`src/rtl/block_unstacker_pkg.sv`:
```
// Widths and types shared along the AES output streaming path.
package aes_stream_pkg;
   localparam int BLOCK_W = 128;
   localparam int WORD_W  = 32;
   localparam int NWORDS  = BLOCK_W / WORD_W;

   typedef logic [BLOCK_W-1:0] block_t;
   typedef logic [WORD_W-1:0]  word_t;
endpackage

```
`src/rtl/block_unstacker_if.sv`:
```
// Block-in / word-out stream bundle between the cipher core, the unstacker and the HWPE stream.
interface block_unstacker_if #(
   parameter int BLOCK_W = aes_stream_pkg::BLOCK_W,
   parameter int WORD_W  = aes_stream_pkg::WORD_W,
   parameter int OCC_W   = 2
);
   // Both sides use strict valid/ready: a transfer happens on a cycle where
   // valid and ready are both high; valid never waits for ready, and data is
   // held stable while valid is high and ready is low.
   logic               valid_i;
   logic               ready_o;
   logic [BLOCK_W-1:0] block_i;
   logic               valid_o;
   logic               ready_i;
   logic [WORD_W-1:0]  word_o;
   logic               last_o;
   logic [OCC_W-1:0]   occupancy_o;

   modport slave (
      input  valid_i, block_i, ready_i,
      output ready_o, valid_o, word_o, last_o, occupancy_o
   );

   modport master (
      output valid_i, block_i, ready_i,
      input  ready_o, valid_o, word_o, last_o, occupancy_o
   );
endinterface

```
`src/rtl/block_unstacker_block_buffer.sv`:
```
// DEPTH-entry block FIFO; the head entry stays visible on dout until popped.
module block_buffer #(
   parameter int BLOCK_W = 128,
   parameter int DEPTH   = 2
) (
   input  logic                         clk,
   input  logic                         rst,
   input  logic                         clr,
   input  logic                         enable,
   input  logic                         push,
   input  logic                         pop,
   input  logic [BLOCK_W-1:0]           din,
   output logic [BLOCK_W-1:0]           dout,
   output logic                         full,
   output logic                         empty,
   output logic [$clog2(DEPTH+1)-1:0]   count
);
   localparam int PTR_W = (DEPTH > 1) ? $clog2(DEPTH) : 1;
   localparam int CNT_W = $clog2(DEPTH+1);

   logic [BLOCK_W-1:0] mem [DEPTH];
   logic [PTR_W-1:0]   wr_ptr;
   logic [PTR_W-1:0]   rd_ptr;

   function automatic logic [PTR_W-1:0] wrap_inc(input logic [PTR_W-1:0] p);
      return (p == PTR_W'(DEPTH-1)) ? '0 : p + PTR_W'(1);
   endfunction

   always_ff @(posedge clk) begin
      if (rst || clr) begin
         wr_ptr <= '0;
         rd_ptr <= '0;
         count  <= '0;
      end else if (enable) begin
         if (push) wr_ptr <= wrap_inc(wr_ptr);
         if (pop)  rd_ptr <= wrap_inc(rd_ptr);
         case ({push, pop})
            2'b10:   count <= count + CNT_W'(1);
            2'b01:   count <= count - CNT_W'(1);
            default: count <= count;
         endcase
      end
   end

   // Storage is never cleared; the pointers alone decide what is valid.
   always_ff @(posedge clk) begin
      if (!rst && !clr && enable && push) mem[wr_ptr] <= din;
   end

   assign dout  = mem[rd_ptr];
   assign full  = (count == CNT_W'(DEPTH));
   assign empty = (count == '0);

   always_ff @(posedge clk) begin
      if (!rst) assert (count <= CNT_W'(DEPTH));
   end
endmodule

```
`src/rtl/block_unstacker.sv`:
```
// Buffers 128-bit cipher blocks and serialises each into words, most significant word first.
module block_unstacker
   import aes_stream_pkg::*;
#(
   parameter int BLOCK_W = aes_stream_pkg::BLOCK_W,
   parameter int WORD_W  = aes_stream_pkg::WORD_W,
   parameter int DEPTH   = 2
) (
   input  logic          clk_i,
   input  logic          rst_i,
   input  logic          clr_i,
   input  logic          enable_i,
   block_unstacker_if.slave bus
);
   localparam int WORDS  = BLOCK_W / WORD_W;
   localparam int WCNT_W = (WORDS > 1) ? $clog2(WORDS) : 1;
   localparam int OCC_W  = $clog2(DEPTH+1);

   if (BLOCK_W % WORD_W != 0) begin : g_bad_width
      $error("block_unstacker: BLOCK_W must be a multiple of WORD_W");
   end
   if (DEPTH < 1) begin : g_bad_depth
      $error("block_unstacker: DEPTH must be at least 1");
   end

   logic [WCNT_W-1:0]  word_cnt;
   logic [BLOCK_W-1:0] head;
   logic [WORD_W-1:0]  head_words [WORDS];
   logic [OCC_W-1:0]   count;
   logic               full;
   logic               empty;
   logic               push;
   logic               pop_word;
   logic               pop_block;
   logic               word_last;

   // ready_o looks only at registered state (plus reset), never at ready_i,
   // so a full buffer cannot accept on the same cycle its head block drains.
   assign bus.ready_o = ~rst_i & enable_i & ~full;
   assign bus.valid_o = enable_i & ~empty;

   assign push      = bus.valid_i & bus.ready_o;
   assign pop_word  = bus.valid_o & bus.ready_i;
   assign word_last = (word_cnt == WCNT_W'(WORDS-1));
   assign pop_block = pop_word & word_last;

   block_buffer #(
      .BLOCK_W (BLOCK_W),
      .DEPTH   (DEPTH)
   ) u_buffer (
      .clk    (clk_i),
      .rst    (rst_i),
      .clr    (clr_i),
      .enable (enable_i),
      .push   (push),
      .pop    (pop_block),
      .din    (bus.block_i),
      .dout   (head),
      .full   (full),
      .empty  (empty),
      .count  (count)
   );

   always_ff @(posedge clk_i) begin
      if (rst_i || clr_i) begin
         word_cnt <= '0;
      end else if (enable_i && pop_word) begin
         word_cnt <= word_last ? '0 : word_cnt + WCNT_W'(1);
      end
   end

   // Word 0 is the most significant slice of the block.
   always_comb begin
      for (int i = 0; i < WORDS; i++) begin
         head_words[i] = head[BLOCK_W-1-i*WORD_W -: WORD_W];
      end
   end

   assign bus.word_o      = bus.valid_o ? head_words[word_cnt] : '0;
   assign bus.last_o      = bus.valid_o & word_last;
   assign bus.occupancy_o = count;
endmodule

```
`src/flat_wrapper.sv`:
```
// flat-port wrapper written by rule: the top's interface ports become plain ports
module block_unstacker_flat import aes_stream_pkg::*;
#(
   parameter int BLOCK_W = aes_stream_pkg::BLOCK_W,
   parameter int WORD_W  = aes_stream_pkg::WORD_W,
   parameter int DEPTH   = 2
)
  (clk_i, rst_i, clr_i, enable_i, bus_valid_i, bus_block_i, bus_ready_i, bus_ready_o, bus_valid_o, bus_word_o, bus_last_o, bus_occupancy_o);
  block_unstacker_if #(.BLOCK_W(BLOCK_W), .WORD_W(WORD_W), .OCC_W(($clog2(DEPTH+1)))) bus_i ();
  input  logic clk_i;
  input  logic rst_i;
  input  logic clr_i;
  input  logic enable_i;
  input wire logic [$bits(bus_i.valid_i)-1:0] bus_valid_i;
  input wire logic [$bits(bus_i.block_i)-1:0] bus_block_i;
  input wire logic [$bits(bus_i.ready_i)-1:0] bus_ready_i;
  output wire logic [$bits(bus_i.ready_o)-1:0] bus_ready_o;
  output wire logic [$bits(bus_i.valid_o)-1:0] bus_valid_o;
  output wire logic [$bits(bus_i.word_o)-1:0] bus_word_o;
  output wire logic [$bits(bus_i.last_o)-1:0] bus_last_o;
  output wire logic [$bits(bus_i.occupancy_o)-1:0] bus_occupancy_o;
  assign bus_i.valid_i = bus_valid_i;
  assign bus_i.block_i = bus_block_i;
  assign bus_i.ready_i = bus_ready_i;
  assign bus_ready_o = bus_i.ready_o;
  assign bus_valid_o = bus_i.valid_o;
  assign bus_word_o = bus_i.word_o;
  assign bus_last_o = bus_i.last_o;
  assign bus_occupancy_o = bus_i.occupancy_o;
  block_unstacker #(.BLOCK_W(BLOCK_W), .WORD_W(WORD_W), .DEPTH(DEPTH)) u_core (.clk_i(clk_i), .rst_i(rst_i), .clr_i(clr_i), .enable_i(enable_i), .bus(bus_i));
endmodule
```
`config.mk`:
```
export PLATFORM = sky130hd
export DESIGN_NAME = block_unstacker_flat
export DESIGN_NICKNAME = d
export VERILOG_FILES = /design/src/rtl/block_unstacker_pkg.sv /design/src/rtl/block_unstacker_if.sv /design/src/rtl/block_unstacker_block_buffer.sv /design/src/rtl/block_unstacker.sv /design/src/flat_wrapper.sv
export SDC_FILE = /design/constraint.sdc
export NUM_CORES = 1
export LEC_CHECK = 0
export BUFFER_PORTS_ARGS = -buffer_cell sky130_fd_sc_hd__buf_4
export CORE_MARGIN = 10
export CORE_UTILIZATION = 37
export CTS_CLUSTER_DIAMETER = 30
export DETAILED_ROUTE_END_ITERATION = 10
export PLACE_DENSITY = 0.66
export SYNTH_ARGS = -nofsm -noshare
export SYNTH_HDL_FRONTEND = slang
export SYNTH_SLANG_ARGS = --single-unit
```
`constraint.sdc`:
```
create_clock -name clk_i -period 20.1 [get_ports clk_i]
set_input_delay 4.02 -clock clk_i [delete_from_list [all_inputs] [get_ports clk_i]]
set_output_delay 4.02 -clock clk_i [all_outputs]
set_load 0.1 [all_outputs]
```
==> results of run 1 <==
## synthesized netlist by cell type (3+ instances only)
master	instances
sky130_fd_sc_hd__a211oi_1	30
sky130_fd_sc_hd__a21oi_1	4
sky130_fd_sc_hd__buf_2	10
sky130_fd_sc_hd__buf_4	9
sky130_fd_sc_hd__buf_6	5
sky130_fd_sc_hd__clkbuf_1	8
sky130_fd_sc_hd__dfxtp_1	7
sky130_fd_sc_hd__edfxtp_1	256
sky130_fd_sc_hd__mux2_1	4
sky130_fd_sc_hd__mux2_2	63
sky130_fd_sc_hd__mux2_4	29
sky130_fd_sc_hd__nand2_1	3
sky130_fd_sc_hd__nand2b_1	4
sky130_fd_sc_hd__nor2_1	4
sky130_fd_sc_hd__nor2b_1	33
sky130_fd_sc_hd__nor3_1	27
sky130_fd_sc_hd__nor3_2	6
sky130_fd_sc_hd__o21ai_1	30
sky130_fd_sc_hd__o22ai_1	31
sky130_fd_sc_hd__or3_1	3
## how the worst max path moves through the flow
stage / endpoint / slack, ns / cells past startpoint
after floorplan: u_core.u_buffer.mem[1][0] / 5.43 / 3
after global placement: bus_word_o[6] / 10.47 / 5
after detailed placement: bus_word_o[6] / 10.42 / 5
after CTS: bus_word_o[6] / 10.41 / 5
after global routing: bus_word_o[19] / 10.27 / 5
final: bus_word_o[1] / 10.44 / 5
## power breakdown
| group | internal, mW | switching [mW] |
|---|---|---|
| clock | 0.590 | 0.298 |
| combinational | 0.0212 | 0.0171 |
| sequential | 0.609 | 0.00113 |
| total | 1.22 | 0.316 |
## stage by stage
step | cells | worst slack [ns] | hold slack (ns)
final | 1218 | 10.44 | 0.506
after global routing | 1217 | 10.27 | 0.532
after CTS | 1217 | 10.41 | 0.513
after detailed placement | 1112 | 10.42 | 0.490
after global placement | 1112 | 10.47 | 0.487
after floorplan | 592 | 5.43 | 0.461
## cell type report
class,count,area share [%]
diodes,1,0.0179
clock buffers,60,10.1
clock inverters,45,3.31
inverters,2,0.0537
multi-input cells,292,17.5
flip-flops and latches,263,56.0
well taps,378,3.38
repair buffers,177,9.51
## cell families after synthesis
family	synth area share (%)
buf+inv	2.33
simple gates	4.86
mux	11.3
compound gates	6.49
xor+xnor	0.250
fa+ha+maj	0.238
flops	74.5
## flip-flops by register name, indices dropped and copies added, names as in the netlist, named ones only
signal and flops:
u_core.u_buffer.count 2, u_core.u_buffer.rd_ptr 1, u_core.u_buffer.mem 256, u_core.u_buffer.wr_ptr 1
u_core.word_cnt 2
## worst register-to-register path, delay by kind of cell (launching register included)
kind | cells | cell delay, ns
and+or+nand+nor | 3 | 0.72
DFF | 1 | 0.46
buffers and inverters | 2 | 1.15
## per-layer routing
metal	part of all wire, %	vias to the layer above
met5	0	-
met4	2.4	0
met3	6.1	48
met2	52	173
met1	40	2914
li1	-	2780
==> impl_table.tex, run 1 <==
\begin{tabular}{lr}
\hline
Metric & Value \\
\hline
\multicolumn{2}{l}{\textbf{Run status}} \\
Status & finished, final reports clean \\
\multicolumn{2}{l}{\textbf{Place}} \\
Placed Instance Area & 12,100 sq um \\
Final estimated routing congestion in global placement & 0.735 \\
Post-detailed-placement half-perimeter wirelength & 14,400 microns \\
Number of buffer cells added on primary ports & 170 \\
\multicolumn{2}{l}{\textbf{Route}} \\
DR iter-0 viols & 230 \\
Via count & 5,915 \\
Detailed-route wire length & 24,000 microns \\
Iteration count of the initial detailed-routing pass & 4 \\
Number of design rule violations left after detail routing & 0 \\
Remaining number of nets flagged by the antenna check after routing & 0 \\
Routed wirelength normalized by instance count & 19.7 microns \\
Per-cell via count in the routed design & 4.86 \\
\multicolumn{2}{l}{\textbf{Timing}} \\
Aggregate negative setup slack & 0 ns \\
Worst-margin pin slew & 1.08 ns \\
Number of hold violations in the final report & 0 \\
Share of the clock period used by the worst path & 48.1\% \\
Worst-case headroom to the max-slew limit & 28.2\% \\
Final setup violation count & 0 \\
Timing-limited maximum frequency & 104 MHz \\
Minimum clock period after layout & 9.66 ns \\
Worst clock skew & 0.0215 ns \\
RSZ-0062 raised after global routing & no \\
Max-slew violation count & 0 \\
\multicolumn{2}{l}{\textbf{Critical path}} \\
Crit path cell chain & buf\_4 > o21a\_2 > o21ai\_1 > nor3\_1 > buf\_4 \\
Top cell by count, worst path & sky130\_fd\_sc\_hd\_\_buf\_4 \\
Arrival time of data at the critical path endpoint & 5.64 ns \\
Critical path origin & enable\_i \\
R2R cell count & 5 \\
Startpoint-to-endpoint class of the critical path & input pin to output pin \\
Worst setup slack for register-to-register paths & 17.35 ns \\
Max stage delay cell, worst path & sky130\_fd\_sc\_hd\_\_o21a\_2 \\
Kind of capture point of the worst setup path & output pin \\
Startpoint types & input pin \\
Crit path largest cell delay & 0.75 ns \\
Kind of cell adding the most delay to the critical path & compound AO/OA/AOI/OAI gates \\
Reg-to-Reg Start & u\_core.u\_buffer.count[0] \\
Worst Path Buf+Inv & 2 \\
Data required, critical path & 16.08 ns \\
Terminus of the critical flop-to-flop path & u\_core.u\_buffer.mem[0][60] \\
Peak fanout along the critical path & 35 \\
\multicolumn{2}{l}{\textbf{Logic synthesis}} \\
Ys async rst share & 0\% \\
Number of different library cells in the post-synthesis netlist & 40 \\
Synth Flop Type & sky130\_fd\_sc\_hd\_\_edfxtp\_1 \\
Syn nets & 728 \\
Total of warnings raised by yosys & 0 \\
Fraction of the yosys area taken by sequential cells & 74.5\% \\
Mean post-synth cell area & 17.7 sq um \\
Gate count after technology mapping & 592 \\
Area share of the largest cell type after synthesis & 73.2\% \\
Cell types with the largest area share after synthesis & sky130\_fd\_sc\_hd\_\_edfxtp\_1, sky130\_fd\_sc\_hd\_\_mux2\_2, sky130\_fd\_sc\_hd\_\_mux2\_4, sky130\_fd\_sc\_hd\_\_a211oi\_1, sky130\_fd\_sc\_hd\_\_nor2b\_1 \\
Combined area of all synthesized cells & 10,500 sq um \\
Synth area leader & sky130\_fd\_sc\_hd\_\_edfxtp\_1 \\
Count of flip-flops with a built-in enable after synthesis & 256 \\
Number of register bits inferred by synthesis & 263 \\
\multicolumn{2}{l}{\textbf{GRT}} \\
Pin count of the biggest net entering global routing & 79 \\
Via count of the first global-routing pass & 6,481 \\
Most Crowded Layer GR & met2 \\
GRT Total Usage & 13.0\% \\
Global Route met2 Usage & 22.9\% \\
GRT met1 Usage & 14.4\% \\
Global-route wire length before repair & 36,400 microns \\
Grt ovf & 0 \\
Number of antenna violations at the first check in global routing & 1 \\
Global routing usage on met3 & 4.04\% \\
\multicolumn{2}{l}{\textbf{Floorplan}} \\
DIE WIDTH & 189 microns \\
Overall die height & 189 microns \\
Die area & 35,500 sq um \\
Row Count & 61 \\
Starting Density & 37.6\% \\
Core Box Area & 27,900 sq um \\
Number of I/O pins & 171 \\
\multicolumn{2}{l}{\textbf{Min path}} \\
Worst hold endpoint & u\_core.u\_buffer.rd\_ptr \\
Hold Path Depth & 2 \\
Startpoint of the most critical hold path & u\_core.u\_buffer.rd\_ptr \\
Hold WC Path Type & flip-flop to flip-flop \\
\multicolumn{2}{l}{\textbf{Finish}} \\
Highest-count cells in the layout ignoring fill and taps & sky130\_fd\_sc\_hd\_\_edfxtp\_1, sky130\_fd\_sc\_hd\_\_buf\_4, sky130\_fd\_sc\_hd\_\_mux2\_2, sky130\_fd\_sc\_hd\_\_clkbuf\_16, sky130\_fd\_sc\_hd\_\_nor2b\_1 \\
Post-Layout Inst Area & 14,000 sq um \\
Share of layout cells above drive strength 1 & 45.6\% \\
Fillers & 2,406 \\
Final net count & 928 \\
Footprint of the flip-flops and latches & 7830 sq um \\
Synth-to-layout area growth & 33.0\% \\
Final core occ & 50.0\% \\
Most frequent standard cell in the layout excluding fill and tap cells & sky130\_fd\_sc\_hd\_\_edfxtp\_1 \\
Area of the multi-input gates & 2450 sq um \\
\multicolumn{2}{l}{\textbf{Clock tree}} \\
Number of post-CTS setup repair buffers & 0 \\
Resize count post-CTS & 0 \\
CTS sink cnt & 263 \\
CTS tree & yes \\
CTS Buf Count & 56 \\
CTS Hold Bufs & 0 \\
Worst-skew pair later-pin latency & 0.56 ns \\
Number of buffers between clock root and the deepest sink & 3 \\
Number of levels in the clock H-tree & 2 \\
Clock root buffer master & sky130\_fd\_sc\_hd\_\_clkbuf\_16 \\
Clock-pin slew on the worst setup and hold paths & 0.04 ns \\
\multicolumn{2}{l}{\textbf{Flow run}} \\
Max Cap Viol & 0 \\
\multicolumn{2}{l}{\textbf{Power and ir drop}} \\
Highest ir drop seen on vdd & 0.0000791 V \\
PD cells & 110 nW/um\^{}2 \\
Final total power & 1.54 mW \\
Static Leak & 4.94 nW \\
\hline
\end{tabular}
No activity file was read; power rests on OpenSTA's default activity.
==> inputs of run 2 (changes only) <==
==> constraint.sdc (replaced) <==
create_clock -name clk_i -period 9.7 [get_ports clk_i]
set_input_delay 1.94 -clock clk_i [delete_from_list [all_inputs] [get_ports clk_i]]
set_output_delay 1.94 -clock clk_i [all_outputs]
set_load 0.1 [all_outputs]
==> impl_table.tex, run 2 (synthesis results as in run 1) <==
\begin{tabular}{lr}
\hline
Metric & Value \\
\hline
\multicolumn{2}{l}{\textbf{Clock tree}} \\
Worst-skew pair later-pin latency & 0.56 ns \\
CTS Hold Bufs & 0 \\
Number of buffers between clock root and the deepest sink & 3 \\
Resize count post-CTS & 0 \\
Number of levels in the clock H-tree & 2 \\
CTS Buf Count & 60 \\
CTS sink cnt & 263 \\
Clock-pin slew on the worst setup and hold paths & 0.05 ns \\
CTS tree & yes \\
Clock root buffer master & sky130\_fd\_sc\_hd\_\_clkbuf\_16 \\
Number of post-CTS setup repair buffers & 0 \\
\multicolumn{2}{l}{\textbf{Place}} \\
Final estimated routing congestion in global placement & 0.728 \\
Number of buffer cells added on primary ports & 170 \\
Post-detailed-placement half-perimeter wirelength & 14,600 microns \\
Pre-CTS setup slack & 4.18 ns \\
\multicolumn{2}{l}{\textbf{Critical path}} \\
Endpoint of the worst setup timing path & bus\_word\_o[22] \\
Peak fanout along the critical path & 35 \\
Arrival time of data at the critical path endpoint & 3.61 ns \\
Worst setup slack for register-to-register paths & 7.25 ns \\
Startpoint-to-endpoint class of the critical path & input pin to output pin \\
Startpoint types & input pin \\
Data required, critical path & 7.76 ns \\
Critical path origin & enable\_i \\
Kind of capture point of the worst setup path & output pin \\
R2R cell count & 4 \\
Terminus of the critical flop-to-flop path & u\_core.u\_buffer.mem[1][78] \\
Reg-to-Reg Start & u\_core.u\_buffer.count[0] \\
\multicolumn{2}{l}{\textbf{GRT}} \\
Via count of the first global-routing pass & 6,544 \\
Number of antenna violations at the first check in global routing & 1 \\
Grt ovf & 0 \\
Pin count of the biggest net entering global routing & 72 \\
Global-route wire length before repair & 37,000 microns \\
GRT Total Usage & 13.2\% \\
\multicolumn{2}{l}{\textbf{Timing}} \\
Setup ws final & 4.15 ns \\
Timing-limited maximum frequency & 180 MHz \\
Worst clock skew & 0.0246 ns \\
Aggregate negative setup slack & 0 ns \\
Worst-case headroom to the max-slew limit & 31.6\% \\
Final setup violation count & 0 \\
Minimum clock period after layout & 5.55 ns \\
Max-slew violation count & 0 \\
Number of hold violations in the final report & 0 \\
Worst-margin pin slew & 1.03 ns \\
RSZ-0062 raised after global routing & no \\
Share of the clock period used by the worst path & 57.2\% \\
\multicolumn{2}{l}{\textbf{Finish}} \\
Register ranked first by flip-flop count & u\_core.u\_buffer.mem \\
Highest-count cells in the layout ignoring fill and taps & sky130\_fd\_sc\_hd\_\_edfxtp\_1, sky130\_fd\_sc\_hd\_\_buf\_4, sky130\_fd\_sc\_hd\_\_mux2\_2, sky130\_fd\_sc\_hd\_\_clkbuf\_16, sky130\_fd\_sc\_hd\_\_nor2b\_1 \\
Share of layout cells above drive strength 1 & 45.7\% \\
Most frequent standard cell in the layout excluding fill and tap cells & sky130\_fd\_sc\_hd\_\_edfxtp\_1 \\
Final net count & 931 \\
Synth-to-layout area growth & 35.4\% \\
N\_diodes & 0 \\
Number of flip-flops in the largest register & 256 \\
Biggest regs & u\_core.u\_buffer.mem: 256 flops, u\_core.u\_buffer.count: 2 flops, u\_core.word\_cnt: 2 flops \\
\multicolumn{2}{l}{\textbf{Route}} \\
Routed wirelength normalized by instance count & 19.7 microns \\
Via count & 5,927 \\
Number of design rule violations left after detail routing & 0 \\
Detailed-route wire length & 24,100 microns \\
Remaining number of nets flagged by the antenna check after routing & 0 \\
Per-cell via count in the routed design & 4.84 \\
DR iter-0 viols & 276 \\
Iteration count of the initial detailed-routing pass & 4 \\
\multicolumn{2}{l}{\textbf{Power and ir drop}} \\
PD cells & 239 nW/um\^{}2 \\
Final total power & 3.40 mW \\
Static Leak & 5.06 nW \\
Highest ir drop seen on vdd & 0.000145 V \\
\multicolumn{2}{l}{\textbf{Min path}} \\
Hold WC Path Type & flip-flop to flip-flop \\
\multicolumn{2}{l}{\textbf{Floorplan}} \\
Die area & 35,500 sq um \\
Number of I/O pins & 171 \\
Core Box Area & 27,900 sq um \\
Overall die height & 189 microns \\
Row Count & 61 \\
Starting Density & 37.6\% \\
DIE WIDTH & 189 microns \\
\multicolumn{2}{l}{\textbf{Run status}} \\
Status & finished, final reports clean \\
\multicolumn{2}{l}{\textbf{Flow run}} \\
Max Cap Viol & 0 \\
\hline
\end{tabular}
## run 2: cell types whose count changed in the layout (fill, tap and decap cells not counted), sizes merged
cell      before  now
buf          177  176
bufinv         6   11
diode          1    0
inv            8    5
clkinv        23   27
clkbuf        60   65
clkinvlp      10    7
## run 2: critical path, stage by stage
cell and delay, ns:
sky130_fd_sc_hd__buf_4 0.11, sky130_fd_sc_hd__o21a_2 0.79, sky130_fd_sc_hd__o21ai_1 0.14, sky130_fd_sc_hd__nor3_1 0.26
sky130_fd_sc_hd__buf_4 0.35
## run 2: per-stage QoR
| stage | util, % | cell area (sq um) | hold WS (ns) | cells |
|---|---|---|---|---|
| 6_report | 50.9 | 14200 | 0.527 | 1224 |
| 5_1_grt | 50.9 | 14200 | 0.550 | 1224 |
| 4_1_cts | 50.9 | 14200 | 0.530 | 1224 |
| 2_1_floorplan | - | 10500 | 0.471 | 592 |
| 3_5_place_dp | 43.3 | 12100 | 0.492 | 1111 |
| 3_3_place_gp | 43.3 | 12100 | 0.487 | 1111 |
## run 2: power by group
group          switching, mW  leakage (nW)  total (mW)  internal, mW
clock                  0.622          1.02        2.06          1.44
combinational         0.0354          1.68      0.0794        0.0440
sequential           0.00237          2.37        1.27          1.26
total                  0.660          5.06        3.40          2.74
## run 2: metal layers
metal  GRT usage (%)  vias up  part of all wire [%]
li1                -     2779                     -
met1            15.1     2933                    40
met2            23.3      173                    52
met3            3.79       40                   5.8
met4            4.67        2                   1.8
met5               0        -                 0.054
## run 2: cell type report
class | count | area, sq um
clock buffers | 65 | 1540
clock inverters | 48 | 583
fillers | 2365 | 13700
inverters | 2 | 7.51
multi-input cells | 292 | 2460
flip-flops and latches | 263 | 7830
well taps | 378 | 473
repair buffers | 176 | 1320
## run 2: worst min-delay path by stage
stage / start / to / cells after the start
2_1_floorplan: u_core.u_buffer.wr_ptr / u_core.u_buffer.wr_ptr / 2
3_3_place_gp: u_core.u_buffer.rd_ptr / u_core.u_buffer.rd_ptr / 2
3_5_place_dp: u_core.u_buffer.rd_ptr / u_core.u_buffer.rd_ptr / 2
4_1_cts: u_core.u_buffer.rd_ptr / flip-flop / 2
5_1_grt: u_core.u_buffer.rd_ptr / u_core.u_buffer.rd_ptr / 2
6_report: u_core.u_buffer.rd_ptr / u_core.u_buffer.rd_ptr / 2
==> inputs of run 3 (changes only) <==
--- a/config.mk
+++ b/config.mk
@@ -10,7 +10,7 @@
 export CORE_UTILIZATION = 37
 export CTS_CLUSTER_DIAMETER = 30
 export DETAILED_ROUTE_END_ITERATION = 10
-export PLACE_DENSITY = 0.66
+export PLACE_DENSITY = 0.68
 export SYNTH_ARGS = -nofsm -noshare
 export SYNTH_HDL_FRONTEND = slang
 export SYNTH_SLANG_ARGS = --single-unit
==> constraint.sdc (replaced) <==
create_clock -name clk_i -period 4.85 [get_ports clk_i]
set_input_delay 0.97 -clock clk_i [delete_from_list [all_inputs] [get_ports clk_i]]
set_output_delay 0.97 -clock clk_i [all_outputs]
set_load 0.1 [all_outputs]
==> impl_table.tex, run 3 (synthesis results as in run 1) <==
\begin{tabular}{lr}
\hline
Metric & Value \\
\hline
\multicolumn{2}{l}{\textbf{Clock tree}} \\
CTS sink cnt & 263 \\
Clock root buffer master & sky130\_fd\_sc\_hd\_\_clkbuf\_16 \\
CTS Buf Count & 53 \\
Clock-pin slew on the worst setup and hold paths & 0.04 ns \\
Resize count post-CTS & 0 \\
Number of buffers between clock root and the deepest sink & 3 \\
Number of post-CTS setup repair buffers & 0 \\
CTS Hold Bufs & 0 \\
Worst-skew pair later-pin latency & 0.54 ns \\
CTS tree & yes \\
Number of levels in the clock H-tree & 2 \\
\multicolumn{2}{l}{\textbf{GRT}} \\
GRT Total Usage & 13.0\% \\
Number of antenna violations at the first check in global routing & 1 \\
Pin count of the biggest net entering global routing & 58 \\
Global-route wire length before repair & 36,500 microns \\
Grt ovf & 0 \\
Via count of the first global-routing pass & 6,340 \\
\multicolumn{2}{l}{\textbf{Route}} \\
WL met3 & 1380 microns \\
Number of design rule violations left after detail routing & 0 \\
Detailed-route wire length & 23,900 microns \\
Met1 wire length & 10,200 microns \\
Per-cell via count in the routed design & 4.87 \\
Iteration count of the initial detailed-routing pass & 4 \\
Max layer used & met4 \\
Total length of routed met2 wires & 11,800 microns \\
Via count & 5,941 \\
Routed wirelength normalized by instance count & 19.6 microns \\
DR iter-0 viols & 285 \\
Remaining number of nets flagged by the antenna check after routing & 0 \\
\multicolumn{2}{l}{\textbf{Power and ir drop}} \\
PD cells & 441 nW/um\^{}2 \\
Part of the power in combinational logic & 2.6\% \\
Total internal power & 4.99 mW \\
Portion of total power attributed to the clock network & 56.6\% \\
Highest ir drop seen on vdd & 0.000311 V \\
Sequential fraction of design power & 40.8\% \\
Final total power & 6.20 mW \\
Switching share of total power & 19.5\% \\
Static Leak & 5.00 nW \\
Net switching component of the power & 1.21 mW \\
\multicolumn{2}{l}{\textbf{Finish}} \\
Footprint of the flip-flops and latches & 7830 sq um \\
Number of flip-flops in the largest register & 256 \\
Synth-to-layout area growth & 33.9\% \\
Final core occ & 50.3\% \\
Share of layout cells above drive strength 1 & 46.8\% \\
Fillers & 2,350 \\
Final net count & 935 \\
Highest-count cells in the layout ignoring fill and taps & sky130\_fd\_sc\_hd\_\_edfxtp\_1, sky130\_fd\_sc\_hd\_\_buf\_4, sky130\_fd\_sc\_hd\_\_mux2\_2, sky130\_fd\_sc\_hd\_\_clkbuf\_16, sky130\_fd\_sc\_hd\_\_nor2b\_1 \\
Most frequent standard cell in the layout excluding fill and tap cells & sky130\_fd\_sc\_hd\_\_edfxtp\_1 \\
Biggest regs & u\_core.u\_buffer.mem: 256 flops, u\_core.u\_buffer.count: 2 flops, u\_core.word\_cnt: 2 flops \\
Area of the multi-input gates & 2510 sq um \\
Register ranked first by flip-flop count & u\_core.u\_buffer.mem \\
\multicolumn{2}{l}{\textbf{Critical path}} \\
Arrival time of data at the critical path endpoint & 2.72 ns \\
Peak fanout along the critical path & 53 \\
R2R cell count & 4 \\
Data required, critical path & 3.88 ns \\
Kind of capture point of the worst setup path & output pin \\
Worst setup slack for register-to-register paths & 2.36 ns \\
Startpoint-to-endpoint class of the critical path & flip-flop to output pin \\
Startpoint types & flip-flop \\
\multicolumn{2}{l}{\textbf{Run status}} \\
Status & finished, final reports clean \\
\multicolumn{2}{l}{\textbf{Floorplan}} \\
Starting Density & 37.6\% \\
Row Count & 61 \\
Core Box Area & 27,900 sq um \\
Number of I/O pins & 171 \\
Die area & 35,500 sq um \\
Overall die height & 189 microns \\
DIE WIDTH & 189 microns \\
\multicolumn{2}{l}{\textbf{Timing}} \\
Worst clock skew & 0.0178 ns \\
Minimum clock period after layout & 3.69 ns \\
Share of the clock period used by the worst path & 76.1\% \\
Max-slew violation count & 0 \\
Number of hold violations in the final report & 0 \\
Timing-limited maximum frequency & 271 MHz \\
Worst-margin pin slew & 0.994 ns \\
RSZ-0062 raised after global routing & no \\
Worst-case headroom to the max-slew limit & 33.7\% \\
Final setup violation count & 0 \\
\multicolumn{2}{l}{\textbf{Flow run}} \\
Max Cap Viol & 0 \\
\multicolumn{2}{l}{\textbf{Min path}} \\
Hold WC Path Type & flip-flop to flip-flop \\
Hold Path Depth & 2 \\
\multicolumn{2}{l}{\textbf{Place}} \\
Number of buffer cells added on primary ports & 170 \\
Post-detailed-placement half-perimeter wirelength & 15,100 microns \\
Final estimated routing congestion in global placement & 0.720 \\
\hline
\end{tabular}
==> run 3: cell types whose count changed in the layout (fill, tap and decap cells not counted), sizes merged <==
cell,before,now
clkinvlp,7,5
clkbuf,65,63
bufinv,11,6
clkinv,27,22
diode,0,1
inv,5,4
buf,176,187
==> run 3: layout make-up <==
class | instances | area share [%]
multi-input combinational | 292 | 17.9
antenna | 1 | 0.0178
timing repair buffer | 187 | 10.4
tap | 378 | 3.36
clock buffer | 63 | 10.0
clock inverter | 35 | 2.60
inverter | 2 | 0.0534
sequential | 263 | 55.7
==> run 3: final timing paths <==
check	from	to
worst max-delay path	flip-flop	bus_word_o[22]
worst min register to register	u_core.u_buffer.rd_ptr	flip-flop
worst min-delay path	u_core.u_buffer.rd_ptr	flip-flop
worst max register to register	u_core.u_buffer.count[1]	u_core.u_buffer.mem[1][62]
==> run 3: stage by stage <==
stage	TNS, ns	worst slack, ns	hold WS [ns]	area (sq um)	cells
after floorplan	-72.02	-0.412	0.472	10600	592
final	0	1.16	0.496	14100	1221
after global routing	0	0.978	0.543	14100	1221
after global placement	0	1.27	0.486	12300	1122
after detailed placement	0	1.28	0.487	12300	1122
after CTS	0	1.07	0.501	14100	1220
==> run 3: routing by layer <==
layer | vias to the layer above | track usage [%]
li1 | 2785 | -
met1 | 2948 | 16.1
met2 | 173 | 21.3
met3 | 35 | 3.51
met4 | 0 | 5.10
met5 | - | 0
==> run 3: power groups by stage <==
stage	sequential (mW)	clock (mW)	combinational [mW]
after floorplan	2.57	0	0.0478
after global placement	2.57	0	0.159
after detailed placement	2.57	0	0.164
after CTS	2.53	3.57	0.164
after global routing	2.53	3.70	0.175
final	2.53	3.51	0.162
==> run 3: worst max-delay path, cell delays in order (launching register included) <==
cell and delay [ns]:
sky130_fd_sc_hd__dfxtp_4 0.83, sky130_fd_sc_hd__buf_4 0.42, sky130_fd_sc_hd__mux2_2 0.21, sky130_fd_sc_hd__o22ai_1 0.08, sky130_fd_sc_hd__nor3_1 0.28, sky130_fd_sc_hd__buf_4 0.34
